[src/rtl/time_to_mili.sv]
// time_to_mili
// Converts an hours/minutes/seconds/milliseconds time value into a single
// millisecond count for the stopwatch/alarm datapath. The multiplies use
// bit-serial shift-add with fixed constants:
//   hours   * 3600000
//   minutes * 60000
//   seconds * 1000
// Milliseconds are then added. Latency is fixed: with start sampled at edge E0,
// outValid is high in the cycle after edge E0 + 3*FIELD_W + 2.
//
// Ports
//   clk          system clock, rising edge
//   rst          asynchronous, active-high reset
//   start        conversion request, sampled only while busy = 0
//   inputHours   hours field        (FIELD_W)
//   inputMinutes minutes field      (FIELD_W)
//   inputSec     seconds field      (FIELD_W)
//   inputMili    milliseconds field (FIELD_W)
//   outputMili   registered result (OUT_W), held until the next result
//   outValid     one-cycle pulse, asserted in the cycle outputMili updates
//   busy         high while a conversion is in progress
//   rangeErr     out-of-range flag, registered alongside outputMili
//
// Optional feature, macro RANGE_CHECK_EN
//   Defined:   rangeErr reports whether minutes >= 60, seconds >= 60 or
//              milliseconds >= 1000 for the request just completed.
//   Undefined: no compare logic is built and rangeErr is tied to 0.
//
// OUT_W must be at least FIELD_W + 22. This keeps the largest shifted hours
// constant and the full sum within OUT_W.

module time_to_mili #(
  parameter int FIELD_W = 22,
  parameter int OUT_W   = 64
) (
  input  logic               clk,
  input  logic               rst,
  input  logic               start,
  input  logic [FIELD_W-1:0] inputHours,
  input  logic [FIELD_W-1:0] inputMinutes,
  input  logic [FIELD_W-1:0] inputSec,
  input  logic [FIELD_W-1:0] inputMili,
  output logic [OUT_W-1:0]   outputMili,
  output logic               outValid,
  output logic               busy,
  output logic               rangeErr
);

  localparam int BIT_W = (FIELD_W > 1) ? $clog2(FIELD_W) : 1;

  // state | meaning
  // IDLE  | waiting for start; outputs hold the last result
  // MUL   | one operand bit per cycle, fields hours -> minutes -> seconds
  // ADDMS | add the latched milliseconds into the accumulator
  // DONE  | publish the accumulator, pulse outValid, drop busy
  typedef enum logic [1:0] {
    IDLE  = 2'd0,
    MUL   = 2'd1,
    ADDMS = 2'd2,
    DONE  = 2'd3
  } state_t;

  state_t state;
  state_t state_nxt;

  logic [FIELD_W-1:0] min_q;
  logic [FIELD_W-1:0] sec_q;
  logic [FIELD_W-1:0] ms_q;
  logic [FIELD_W-1:0] op_sh;     // current operand, shifted right one bit per cycle
  logic [OUT_W-1:0]   acc;
  logic [OUT_W-1:0]   mcand;     // K[fld] << bitc, maintained by shifting
  logic [1:0]         fld;
  logic [BIT_W-1:0]   bitc;

  logic load;
  logic step;
  logic last_bit;
  logic last_fld;
  logic add_ms;
  logic finish;

  function automatic logic [OUT_W-1:0] k_of(input logic [1:0] f);
    case (f)
      2'd0:    k_of = OUT_W'(3600000);
      2'd1:    k_of = OUT_W'(60000);
      2'd2:    k_of = OUT_W'(1000);
      default: k_of = '0;
    endcase
  endfunction

  // State register
  always_ff @(posedge clk or posedge rst) begin
    if (rst) begin
      state <= IDLE;
    end else begin
      state <= state_nxt;
    end
  end

  // Next-state logic
  always_comb begin
    state_nxt = state;
    case (state)
      IDLE:    if (start) state_nxt = MUL;
      MUL:     if (last_bit && last_fld) state_nxt = ADDMS;
      ADDMS:   state_nxt = DONE;
      DONE:    state_nxt = IDLE;
      default: state_nxt = IDLE;
    endcase
  end

  // Datapath control decode
  always_comb begin
    load     = (state == IDLE) && start;
    step     = (state == MUL);
    last_bit = (bitc == BIT_W'(FIELD_W - 1));
    last_fld = (fld == 2'd2);
    add_ms   = (state == ADDMS);
    finish   = (state == DONE);
  end

  // Datapath and registered outputs
  always_ff @(posedge clk or posedge rst) begin
    if (rst) begin
      min_q      <= '0;
      sec_q      <= '0;
      ms_q       <= '0;
      op_sh      <= '0;
      acc        <= '0;
      mcand      <= '0;
      fld        <= '0;
      bitc       <= '0;
      outputMili <= '0;
      outValid   <= 1'b0;
      busy       <= 1'b0;
    end else begin
      outValid <= 1'b0;

      if (load) begin
        op_sh <= inputHours;
        min_q <= inputMinutes;
        sec_q <= inputSec;
        ms_q  <= inputMili;
        acc   <= '0;
        fld   <= 2'd0;
        bitc  <= '0;
        mcand <= k_of(2'd0);
        busy  <= 1'b1;
      end

      if (step) begin
        if (op_sh[0]) begin
          acc <= acc + mcand;
        end
        if (last_bit) begin
          // Move to the next field. After seconds, op_sh and mcand are not used again.
          bitc  <= '0;
          fld   <= fld + 2'd1;
          mcand <= k_of(fld + 2'd1);
          op_sh <= (fld == 2'd0) ? min_q : sec_q;
        end else begin
          bitc  <= bitc + BIT_W'(1);
          mcand <= mcand << 1;
          op_sh <= op_sh >> 1;
        end
      end

      if (add_ms) begin
        acc <= acc + {{(OUT_W - FIELD_W){1'b0}}, ms_q};
      end

      if (finish) begin
        outputMili <= acc;
        outValid   <= 1'b1;
        busy       <= 1'b0;
      end
    end
  end

`ifdef RANGE_CHECK_EN
  logic err_q;

  always_ff @(posedge clk or posedge rst) begin
    if (rst) begin
      err_q    <= 1'b0;
      rangeErr <= 1'b0;
    end else begin
      if (load) begin
        err_q <= (inputMinutes >= FIELD_W'(60)) |
                 (inputSec     >= FIELD_W'(60)) |
                 (inputMili    >= FIELD_W'(1000));
      end
      if (finish) begin
        rangeErr <= err_q;
      end
    end
  end
`else
  assign rangeErr = 1'b0;
`endif

endmodule

[config.mk]
export PLATFORM = sky130hd
export DESIGN_NAME = time_to_mili
export DESIGN_NICKNAME = d
export VERILOG_FILES = /design/src/rtl/time_to_mili.sv
export SDC_FILE = /design/constraint.sdc
export NUM_CORES = 1
export LEC_CHECK = 0
export BUFFER_PORTS_ARGS = -buffer_cell sky130_fd_sc_hd__buf_2
export CAP_MARGIN = 20
export CORE_ASPECT_RATIO = 1.75
export CORE_MARGIN = 3
export CORE_UTILIZATION = 25
export CTS_CLUSTER_SIZE = 16
export DETAILED_ROUTE_END_ITERATION = 7
export GPL_ROUTABILITY_DRIVEN = 1
export GPL_TIMING_DRIVEN = 0
export SYNTH_ARGS = -nofsm -noshare
export SYNTH_HDL_FRONTEND = slang
export SYNTH_SLANG_ARGS = --single-unit
export TNS_END_PERCENT = 50
[constraint.sdc]
create_clock -name clk -period 11.3 [get_ports clk]
set_input_delay 1.695 -clock clk [delete_from_list [all_inputs] [get_ports clk]]
set_output_delay 1.695 -clock clk [all_outputs]
set_load 0.01 [all_outputs]
==> results.md <==
- The flow ran to the end, and the final reports show no timing, DRC or antenna violations.
- The number of enable flip-flop cells after synthesis is 0.
- The number of violations of the max-capacitance limit is 0.
- The total area inside the core boundary comes to 67800 µm².
- The per-instance average area after synthesis is 9.38 µm².
- The vertical die dimension is 353 µm.
- The maximum buffer depth of the clock tree is 3.
- Excluding fillers, the count of instances in the completed layout stands at 2944.
- The clock skew is 0.0152 ns.
- The number of fill cells in the layout is 7358.
- The critical path goes through ha_1 > buf_2 > nand4_1 > nor4_1 > nand2_1 > a21oi_1 > o211ai_1 > a2111oi_2 > o21ai_1 > a21oi_2 > a221oi_1 > xor2_1 > o221ai_1.
- TritonCTS built the clock tree.
- Setup repair after global routing left no endpoint under its margin.
- Per report_power, the clock group accounts for 49.5% of the total.
- Entering global routing, the biggest net connects 104 pins.
- At the worst endpoint, the arrival time is 4.45 ns.
- The wire length per cell is 18.9 µm.
- The slew of the pin with the lowest slew margin is 1.18 ns.
- The share of the Yosys chip area taken by registers is 41.8%.
- Input and output buffers added on the ports amount to 156.
- The largest individual stage delay along the critical path comes from the cell sky130_fd_sc_hd__a2111oi_2.
- The biggest area contributor in the post-synthesis netlist is sky130_fd_sc_hd__dfrtp_1.
- The most common flop cell mapped by yosys is sky130_fd_sc_hd__dfrtp_1.
- Per report_power, the combinational group accounts for 1.9% of the total.
- At the end of the flow the core is filled with cells to 29.8%.
- The internal power component is 1650 µW.
- The path category of the worst min-delay check is reg -> reg.
- Routability-driven placement finished with a final weighted congestion of 0.886.
- The proportion of layout cells with a drive suffix above 1 is 15.8%.
- After clock tree synthesis, the repair step resized 0 gates.
- The die footprint is 72200 µm².
- The critical path in this run is classified as reg -> reg.
- The global-route wire length before repair is 86000 µm.
- From left edge to right edge, the die measures 204 µm.
- The number of antenna violations at the first check in global routing is 1.
- The required time of the critical path is 11.79 ns.
- The total via count after detailed routing is 14700.
- Buffers added to address setup during post-CTS repair amount to 0.
- Using the TritonRoute via totals, the vias-per-cell ratio works out to 5.00.
- The switching part of the total is 22.1%.
- The initial utilization of the core area, before any placement, comes to 25.4%.
- The critical path startpoint category is a flop.
- The number of iterations in the first detailed-routing pass is 5.
- The endpoint type of the worst setup path is a flop.
- The relative area change from synthesis to final layout is 17.3%.
- The relative slew slack is 21.7%.
- The minimum hold slack is 0.474 ns.
- Across all setup checks in the final design, the least slack found is 7.34 ns.
- The number of buffers added by the clock tree synthesis step is 29.
- The root buffer selected by CTS is sky130_fd_sc_hd__clkbuf_16.
- For this run, the post-layout net count is 2211.
- The net count after synthesis is 2022.
- The count of state elements after synthesis is 288.
- The number of global-route vias before repair is 15300.
- After floorplanning, the core was divided into 126 placement rows.
- Timing analysis after detailed placement gives a worst setup slack of 6.67 ns.
- After technology mapping, the gate count stands at 1836.
- The clock transition time at the flip-flop clock pins of the worst setup and hold paths is 0.06 ns.
- The clock insertion delay at the later pin of the skew report is 0.58 ns.
- Counting every sink on the clock net gives 288.
- Summing all multi-input logic gate instances after layout gives 9470 µm².
- Among cell families on the critical path, the largest total delay comes from compound AO/OA/AOI/OAI gates.
- The most common library cell in the layout ignoring fill and taps is sky130_fd_sc_hd__nand2_1.
- Across every metal layer, demand over resource in global routing totals 15.1%.
- The area share of the largest cell type after synthesis is 41.8%.
- The post-synthesis instance area is 17200 µm².
- The final number of max-transition violations is 0.
- The post-route setup TNS is 0 ns.
- The I/O pin count is 158.
- In this run the static leakage power is 0.00960 µW.
- The final count of hold timing violations is 0.
- The largest incremental delay on the critical path is 0.67 ns.
- Counting both buffers and inverters, the worst setup path holds a total of 1.
- Registers are responsible for 48.6% of the overall power.
- Power spread over the standard cell area amounts to 105 nW/µm².
- The detailed router's first-iteration violation count is 703.
- In the synthesized netlist the async set-or-reset flop fraction comes to 100%.
- The HPWL after detailed placement is 43000 µm.
- After global routing the overflow that remains totals 0.
- Of the available clock period, the critical path in the final layout requires 35.1%.
- Counting distinct cell types in the post-synthesis netlist gives 85.
- The combined flip-flop and latch cell area is 7210 µm².
- The final critical path time including I/O delays and setup is 3.96 ns.
- The net switching power figure is 469 µW.
- The DRC violation count after routing is 0.
- In this run, post-CTS hold repair placed 0 buffers.
- Along the worst path, the maximum fanout reaches 8.
- The largest vdd supply drop is 97.0 µV.
- The H-tree depth is 1.
- The total routed wirelength is 55600 µm.
- Sorting the synthesized cells by area gives the leading types as sky130_fd_sc_hd__dfrtp_1, sky130_fd_sc_hd__nand2_1, sky130_fd_sc_hd__ha_1.
- The top cell types in the final layout, fill and taps aside, are sky130_fd_sc_hd__nand2_1, sky130_fd_sc_hd__dfrtp_1, sky130_fd_sc_hd__buf_2.
- The post-detailed-route count of antenna-violating nets is 0.
- Timing would allow up to 252 MHz.
- Setup violations remaining at the end of the flow were counted as 0.
- Once placement completed, the tool counted placed cells totaling 2890.
- The total number of yosys warnings is 0.
[cell usage after synthesis, drive strengths merged (19+ instances only)]
| library cell | number |
|---|---|
| nand2 | 341 |
| dfrtp | 288 |
| a21oi | 134 |
| o21ai | 112 |
| clkbuf | 97 |
| ha | 93 |
| mux2 | 71 |
| a21o | 63 |
| nor2 | 58 |
| xor2 | 57 |
| mux2i | 48 |
| a22o | 47 |
| nand3 | 46 |
| a221oi | 45 |
| xnor2 | 43 |
| nand4 | 35 |
| nor3 | 32 |
| inv | 28 |
| o211ai | 26 |
| and3 | 21 |
| a31oi | 19 |
[registers in the layout (all words and copies together), names as in the netlist]
signal and count:
fld 2, acc 64, outValid 1, sec_q 22
min_q 22, busy 1, mcand 61, ms_q 22
bitc 5, state 2, outputMili 64, op_sh 22
[layout make-up]
type / count / area share (%)
clock inverters: 13 / 0.898
multi-input cells: 1407 / 46.9
inverters: 28 / 0.557
diodes: 2 / 0.0248
flip-flops and latches: 288 / 35.7
clock buffers: 39 / 4.12
plain buffers: 113 / 2.21
well taps: 896 / 5.55
repair buffers: 158 / 4.13
[power by group through the flow]
stage | combinational, µW | sequential [µW] | clock (µW)
floorplan | 15.7 | 1050 | 0
global placement | 39.5 | 1050 | 0
detailed placement | 42.4 | 1050 | 0
CTS | 42.5 | 1030 | 1080
global route | 46.9 | 1030 | 1110
finish | 39.9 | 1030 | 1050
[metal layers]
layer / GRT usage, % / wire length (µm) / vias to the layer above
li1: - / - / 7030
met1: 15.9 / 20900 / 7198
met2: 28.5 / 29500 / 358
met3: 1.99 / 2090 / 131
met4: 8.02 / 3080 / 0
met5: 0 / 0 / -
[cells by family after synthesis]
group | share of synthesized area (%)
flops | 41.8
compound gates | 20.6
fa+ha+maj | 6.99
other cells | 0.0218
simple gates | 14.9
mux | 7.43
xor+xnor | 5.08
buf+inv | 3.20
[worst min-delay path: cells and delay by family, from the launching register on]
kind          cells  cell delay, ns
flops             1            0.34
simple gates      2            0.10
[worst paths after layout]
kind / to / slack (ns) / cells past startpoint / from
hold / removal: sec_q[8]$_DFFE_PP0P_ / 0.47 / 2 / sec_q[8]$_DFFE_PP0P_
max in group asynchronous: sec_q[18]$_DFFE_PP0P_ / 8.63 / 4 / rst
min in group asynchronous: outputMili[9]$_DFFE_PP0P_ / 1.19 / 2 / rst
setup reg to reg: acc[62]$_DFF_PP0_ / 7.34 / 13 / acc[23]$_DFF_PP0_
hold reg to reg: sec_q[8]$_DFFE_PP0P_ / 0.47 / 2 / sec_q[8]$_DFFE_PP0P_
setup / recovery: acc[62]$_DFF_PP0_ / 7.34 / 13 / acc[23]$_DFF_PP0_
[per-stage QoR]
stage / instance area, µm² / total power (µW)
5_1_grt: 20200 / 2190
3_3_place_gp: 19100 / 1090
3_5_place_dp: 19200 / 1090
6_report: 20200 / 2120
4_1_cts: 20200 / 2150
2_1_floorplan: 17200 / 1070
Power figures use the tool's default switching activity.
